`config.mk`:
```
export PLATFORM = sky130hd
export DESIGN_NAME = cfsr_n
export DESIGN_NICKNAME = d
export VERILOG_FILES = /design/src/rtl/cfsr_n.sv
export SDC_FILE = /design/constraint.sdc
export NUM_CORES = 1
export LEC_CHECK = 0
export ABC_CLOCK_PERIOD_IN_PS = 2900
export CAP_MARGIN = 20
export CORE_AREA = 2 2 39 41
export DETAILED_ROUTE_END_ITERATION = 10
export DIE_AREA = 0 0 41 43
export GPL_TIMING_DRIVEN = 0
export PLACE_DENSITY_LB_ADDON = 0.12
export SYNTH_ARGS = -nofsm -noshare
export SYNTH_HDL_FRONTEND = slang
export SYNTH_SLANG_ARGS = --single-unit
```
`constraint.sdc`:
```
create_clock -name clk -period 2.9 [get_ports clk]
set_input_delay 0.58 -clock clk [delete_from_list [all_inputs] [get_ports clk]]
set_output_delay 0.58 -clock clk [all_outputs]
set_load 0.005 [all_outputs]
```
`src/rtl/cfsr_n.sv`:
```
// rtl/cfsr_n.sv - parametrised circular feedback shift register (ring/Johnson/LFSR)
// Optional feature macro: CFSR_LOCKUP_RECOVER_EN (advance from all-zero ring/LFSR state reloads SEED)
module cfsr_n #(
  parameter int               WIDTH = 4,
  parameter logic [WIDTH-1:0] SEED  = {{(WIDTH-1){1'b0}}, 1'b1},
  parameter logic [WIDTH-1:0] TAPS  = WIDTH'(4'b1001)
) (
  input  logic             clk,
  input  logic             rst,
  input  logic             en,
  input  logic             dir,
  input  logic [1:0]       mode,
  input  logic             load,
  input  logic [WIDTH-1:0] load_val,
  output logic [WIDTH-1:0] cfsr,
  output logic             wrap,
  output logic             lockup
);

  localparam logic [1:0] MODE_RING    = 2'b00;
  localparam logic [1:0] MODE_JOHNSON = 2'b01;
  localparam logic [1:0] MODE_LFSR    = 2'b10;
  localparam logic [1:0] MODE_HOLD    = 2'b11;

  logic [WIDTH-1:0] shifted;
  logic             fb;
  logic             advance;
  logic             recover;

  assign fb      = ^(cfsr & TAPS);
  assign advance = en && (mode != MODE_HOLD);
  assign lockup  = (cfsr == '0) && ((mode == MODE_RING) || (mode == MODE_LFSR));

`ifdef CFSR_LOCKUP_RECOVER_EN
  assign recover = lockup;
`else
  assign recover = 1'b0;
`endif

  always_comb begin
    shifted = cfsr;
    case (mode)
      MODE_RING:    shifted = dir ? {cfsr[0], cfsr[WIDTH-1:1]}
                                  : {cfsr[WIDTH-2:0], cfsr[WIDTH-1]};
      MODE_JOHNSON: shifted = dir ? {~cfsr[0], cfsr[WIDTH-1:1]}
                                  : {cfsr[WIDTH-2:0], ~cfsr[WIDTH-1]};
      // LFSR always shifts toward the MSB; dir has no meaning here
      MODE_LFSR:    shifted = {cfsr[WIDTH-2:0], fb};
      default:      shifted = cfsr;
    endcase
  end

  always_ff @(posedge clk) begin
    if (rst) begin
      cfsr <= SEED;
      wrap <= 1'b0;
    end else if (load) begin
      cfsr <= load_val;
      wrap <= 1'b0;
    end else if (advance) begin
      if (recover) begin
        // recovery is not a real return to SEED, so it never pulses wrap
        cfsr <= SEED;
        wrap <= 1'b0;
      end else begin
        cfsr <= shifted;
        wrap <= (shifted == SEED);
      end
    end else begin
      wrap <= 1'b0;
    end
  end

endmodule

```
# == Word level (Yosys, flattened, before mapping) ==
# Cells that the tools add are included.
# word_totals
output_inout_bits,6
word_cells,22
register_bits,5
# classes
n_reduce_logical,8
n_mux,5
bitwise,3
n_eq_ne,4
# op_table
op,count
4-bit two-way mux,4
4-bit case mux with 3 select lines,1
4-bit by 1-bit equality test with 1-bit output (second input constant),1
4-bit logical NOT,1
4-bit XOR reduction,1
1-bit inverter,3
3-bit OR reduction,1
2-bit by 1-bit equality test with 1-bit output (second input constant),1
2-bit equality test (second input constant),1
1-bit logical AND,2
2-bit logical NOT,1
2-bit inequality test (second input constant),1
2-bit nonzero test,1
1-bit logical OR,1

# == Logic depth before layout (Yosys ltp) ==
# depth
word_depth,5
mapped_depth,5
depth_no_buf,4

# == Worst setup path before layout ==
# Ideal clock, no wire load.
# synth_timing
path_kind,input-to-output
from,input mode[0]
to,output lockup
t_required_ns,2.320
arrival_time_ns,1.192
stages,3
slack_ns,1.128
path_cell_list,buf_6 > or4_1 > nor2_1
# synth_between
elab_chain_len,3
word_cells_on_any_way,4
# synth_lines
item,line,source
"start, declared",12,"input logic [1:0] mode,"
2-bit equality test or 2-bit logical NOT (tied branches),32,assign lockup = (cfsr == '0) && ((mode == MODE_RING) || (mode == MODE_LFSR));
1-bit logical OR (*),32,
1-bit logical AND (*),32,
"end, declared",17,output logic lockup
# Every way passes the cells marked *; elsewhere a longest branch is shown, timed or not.

# == Final worst setup path ==
# layout_timing
from,register cfsr[3]
to,output lockup
# layout_between
elab_chain_len,2
# layout_lines
item,line,source
"start, declared",15,"output logic [WIDTH-1:0] cfsr,"
"start signal, assigned",58,cfsr <= load_val;
"start signal, assigned",66,cfsr <= shifted;
4-bit logical NOT,32,
1-bit logical AND,32,
# Every way passes these cells.

==> load_flow_metrics.sql <==
INSERT INTO impl_metrics (metric_group, metric, value, unit) VALUES
('run_status', 'status', 'finished, final reports clean', ''),
('layout', 'multiInputGateArea', '280.3', 'um2'),
('power', 'leakage', '0.2289', 'nW'),
('timing', 'timing_hold_violations_final', '0', ''),
('detailed_routing', 'number_of_vias_in_the_routed_layout', '431', ''),
('power', 'power_density', '381.8', 'nW/um2'),
('global_routing', 'grt_overflow', '0', ''),
('timing', 'max_freq', '434.9', 'MHz'),
('flow_run', 'max_cap_violation_count', '0', ''),
('synth', 'synth-compound-area-share', '0.3070', ''),
('die', 'die-area', '1763', 'um2'),
('clocking', 'clockRootBuffer', 'sky130_fd_sc_hd__clkbuf_4', ''),
('timing', 'final_max_slew_viol_count', '0', ''),
('placed_design', 'place_worst_setup_slack', '0.6288', 'ns'),
('clocking', 'cts_tree', 'built', ''),
('clocking', 'maximum_level_of_the_cts_h_tree', '1', ''),
('critical_path', 'worst-endpoint-required', '2.32', 'ns'),
('die', 'fp.dieH', '43', 'um'),
('die', 'num_io_pins', '17', ''),
('hold_path', 'hp-class', 'reg -> reg', ''),
('timing', 'timing.hold.ws', '0.6118', 'ns'),
('detailed_routing', 'post_drt_via_cell_ratio', '5.131', ''),
('global_routing', 'busiest_layer', 'met2', ''),
('critical_path', 'rr_worst_depth', '4', ''),
('clocking', 'cts.sink_count', '5', ''),
('critical_path', 'timing.critical_path.arrival', '1.72', 'ns'),
('timing', 'grt_setup_unrepaired', 'no', ''),
('timing', 'normalized_max_slew_margin', '0.7630', ''),
('critical_path', 'timing.reg2reg.setup_slack', '1.59', 'ns'),
('synth', 'total_of_warnings_raised_by_yosys', '0', ''),
('synth', 'yosys_most_used_dff', 'sky130_fd_sc_hd__dfxtp_1', ''),
('synth', 'post_synth_mux_area_share', '0.03647', ''),
('die', 'initial_utilization', '0.2975', ''),
('synth', 'synth_top_family_by_area', 'compound AO/OA/AOI/OAI gates', ''),
('layout', 'finish.net_count', '80', ''),
('synth', 'simple_gate_fraction_of_synth_area', '0.2948', ''),
('synth', 'synthesis.area_per_instance', '8.401', 'um2'),
('layout', 'post_route_cells_drive_above_1_share', '0.1618', ''),
('critical_path', 'regToRegStartpoint', 'cfsr[3]', ''),
('hold_path', 'number_of_instances_on_the_worst_hold_path', '2', ''),
('synth', 'proportion_of_register_bits_with_asynchronous_set_or_reset_after_synthesis', '0', ''),
('layout', 'insertedDiodeCount', '0', ''),
('placed_design', 'place.gp.congestion', '0.7860', ''),
('layout', 'final-seq-area', '100.1', 'um2'),
('synth', 'synth_xor_xnor_area_share', '0.04255', ''),
('detailed_routing', 'drt_drc_violations_left', '0', ''),
('layout', 'commonest_cells_after_routing_fill_and_taps_aside', '15 x sky130_fd_sc_hd__clkdlybuf4s50_1, 5 x sky130_fd_sc_hd__dfxtp_1, 4 x sky130_fd_sc_hd__inv_1', ''),
('critical_path', 'timing.critical_path.from_type', 'register', ''),
('layout', 'mostFrequentLayoutCell', 'sky130_fd_sc_hd__clkdlybuf4s50_1', ''),
('detailed_routing', 'routed_length_per_instance', '11.60', 'um'),
('critical_path', 'worstSetupEndpoint', 'lockup', ''),
('clocking', 'clkSlewWorstSetupHoldPaths', '0.05', 'ns'),
('synth', 'post_synth_main_area_contributors', 'sky130_fd_sc_hd__dfxtp_1 24%, sky130_fd_sc_hd__nand3b_1 5.5%, sky130_fd_sc_hd__a21oi_1 3.6%', ''),
('global_routing', 'grt_use_met1', '0.1731', ''),
('clocking', 'clk_path_buf_depth', '2', ''),
('timing', 'share_of_the_cycle_needed_by_the_critical_path_after_routing', '0.7928', ''),
('die', 'floorplan.rows', '14', ''),
('synth', 'netlist.area_leader.share', '0.2432', ''),
('timing', 'clock_skew', '0.002626', 'ns'),
('die', 'fp.coreArea', '1384', 'um2'),
('layout', 'filler_cell_count', '143', ''),
('clocking', 'clkLatencyLatePin', '0.25', 'ns'),
('synth', 'netlist_area', '411.6', 'um2'),
('die', 'die_x', '41', 'um'),
('synth', 'synth_cell_type_count', '29', ''),
('synth', 'synth_fp_nets', '60', ''),
('placed_design', 'hpwlAfterDp', '785.4', 'um'),
('placed_design', 'io_buffer_count', '15', ''),
('global_routing', 'grt_start_max_net_pins', '11', ''),
('power', 'ir_worst_vdd', '0.1919', 'mV'),
('detailed_routing', 'first_pass_iters', '4', '');
-- synthesized netlist by cell type (2+ instances only) --
cell type                  number
sky130_fd_sc_hd__nand2b_1       2
sky130_fd_sc_hd__a21oi_1        3
sky130_fd_sc_hd__nand3b_1       3
sky130_fd_sc_hd__nor2_1         3
sky130_fd_sc_hd__inv_1          4
sky130_fd_sc_hd__nand2_1        3
sky130_fd_sc_hd__dfxtp_1        5
sky130_fd_sc_hd__o21ai_0        3
sky130_fd_sc_hd__nand3_1        3
-- state kept, by name, indices dropped and copies added, names as in the netlist --
register	cells
cfsr	4
wrap	1
-- metal layers --
metal	up-vias	part of all wire
li1	222	-
met1	196	0.49
met2	11	0.45
met3	2	0.042
met4	0	0.013
met5	-	0
-- kinds of logic after synthesis --
group           after synthesis
flops                         5
mux                           1
compound gates               16
simple gates                 19
buf+inv                       6
xor+xnor                      2
-- stage by stage --
stage	instance area, um2	utilization	std cells
2_1_floorplan	411.6	-	49
3_3_place_gp	581.8	0.4204	80
3_5_place_dp	581.8	0.4204	80
4_1_cts	608.1	0.4394	84
5_1_grt	608.1	0.4394	84
6_report	608.1	0.4394	84
-- worst max-delay path: stages, from the launching register on --
cell and delay (ns):
sky130_fd_sc_hd__dfxtp_1 0.39, sky130_fd_sc_hd__or4_1 0.49, sky130_fd_sc_hd__nor2_1 0.10, sky130_fd_sc_hd__clkdlybuf4s50_1 0.50
-- how the worst min path moves through the flow --
stage	to	startpoint
3_5_place_dp	cfsr[0]	cfsr[0]
3_3_place_gp	cfsr[0]	cfsr[0]
4_1_cts	cfsr[0]	cfsr[0]
2_1_floorplan	cfsr[0]	cfsr[0]
6_report	cfsr[0]	cfsr[0]
5_1_grt	cfsr[0]	cfsr[0]
-- area by class of cell --
class | count | share of cell area
flip-flops and latches | 5 | 0.1646
clock buffers | 4 | 0.04321
well taps | 16 | 0.03292
multi-input cells | 38 | 0.4609
repair buffers | 15 | 0.2469
plain buffers | 2 | 0.02675
inverters | 4 | 0.02469
-- where the power goes --
part / total (mW) / leakage [nW] / internal [mW] / switching [mW]
Sequential: 0.0820 / 0.0413 / 0.0737 / 0.00837
Clock: 0.0838 / 0.0150 / 0.0522 / 0.0316
Combinational: 0.0663 / 0.173 / 0.0393 / 0.0270
Total: 0.232 / 0.229 / 0.165 / 0.0670
No activity file was read; power rests on OpenSTA's default activity.
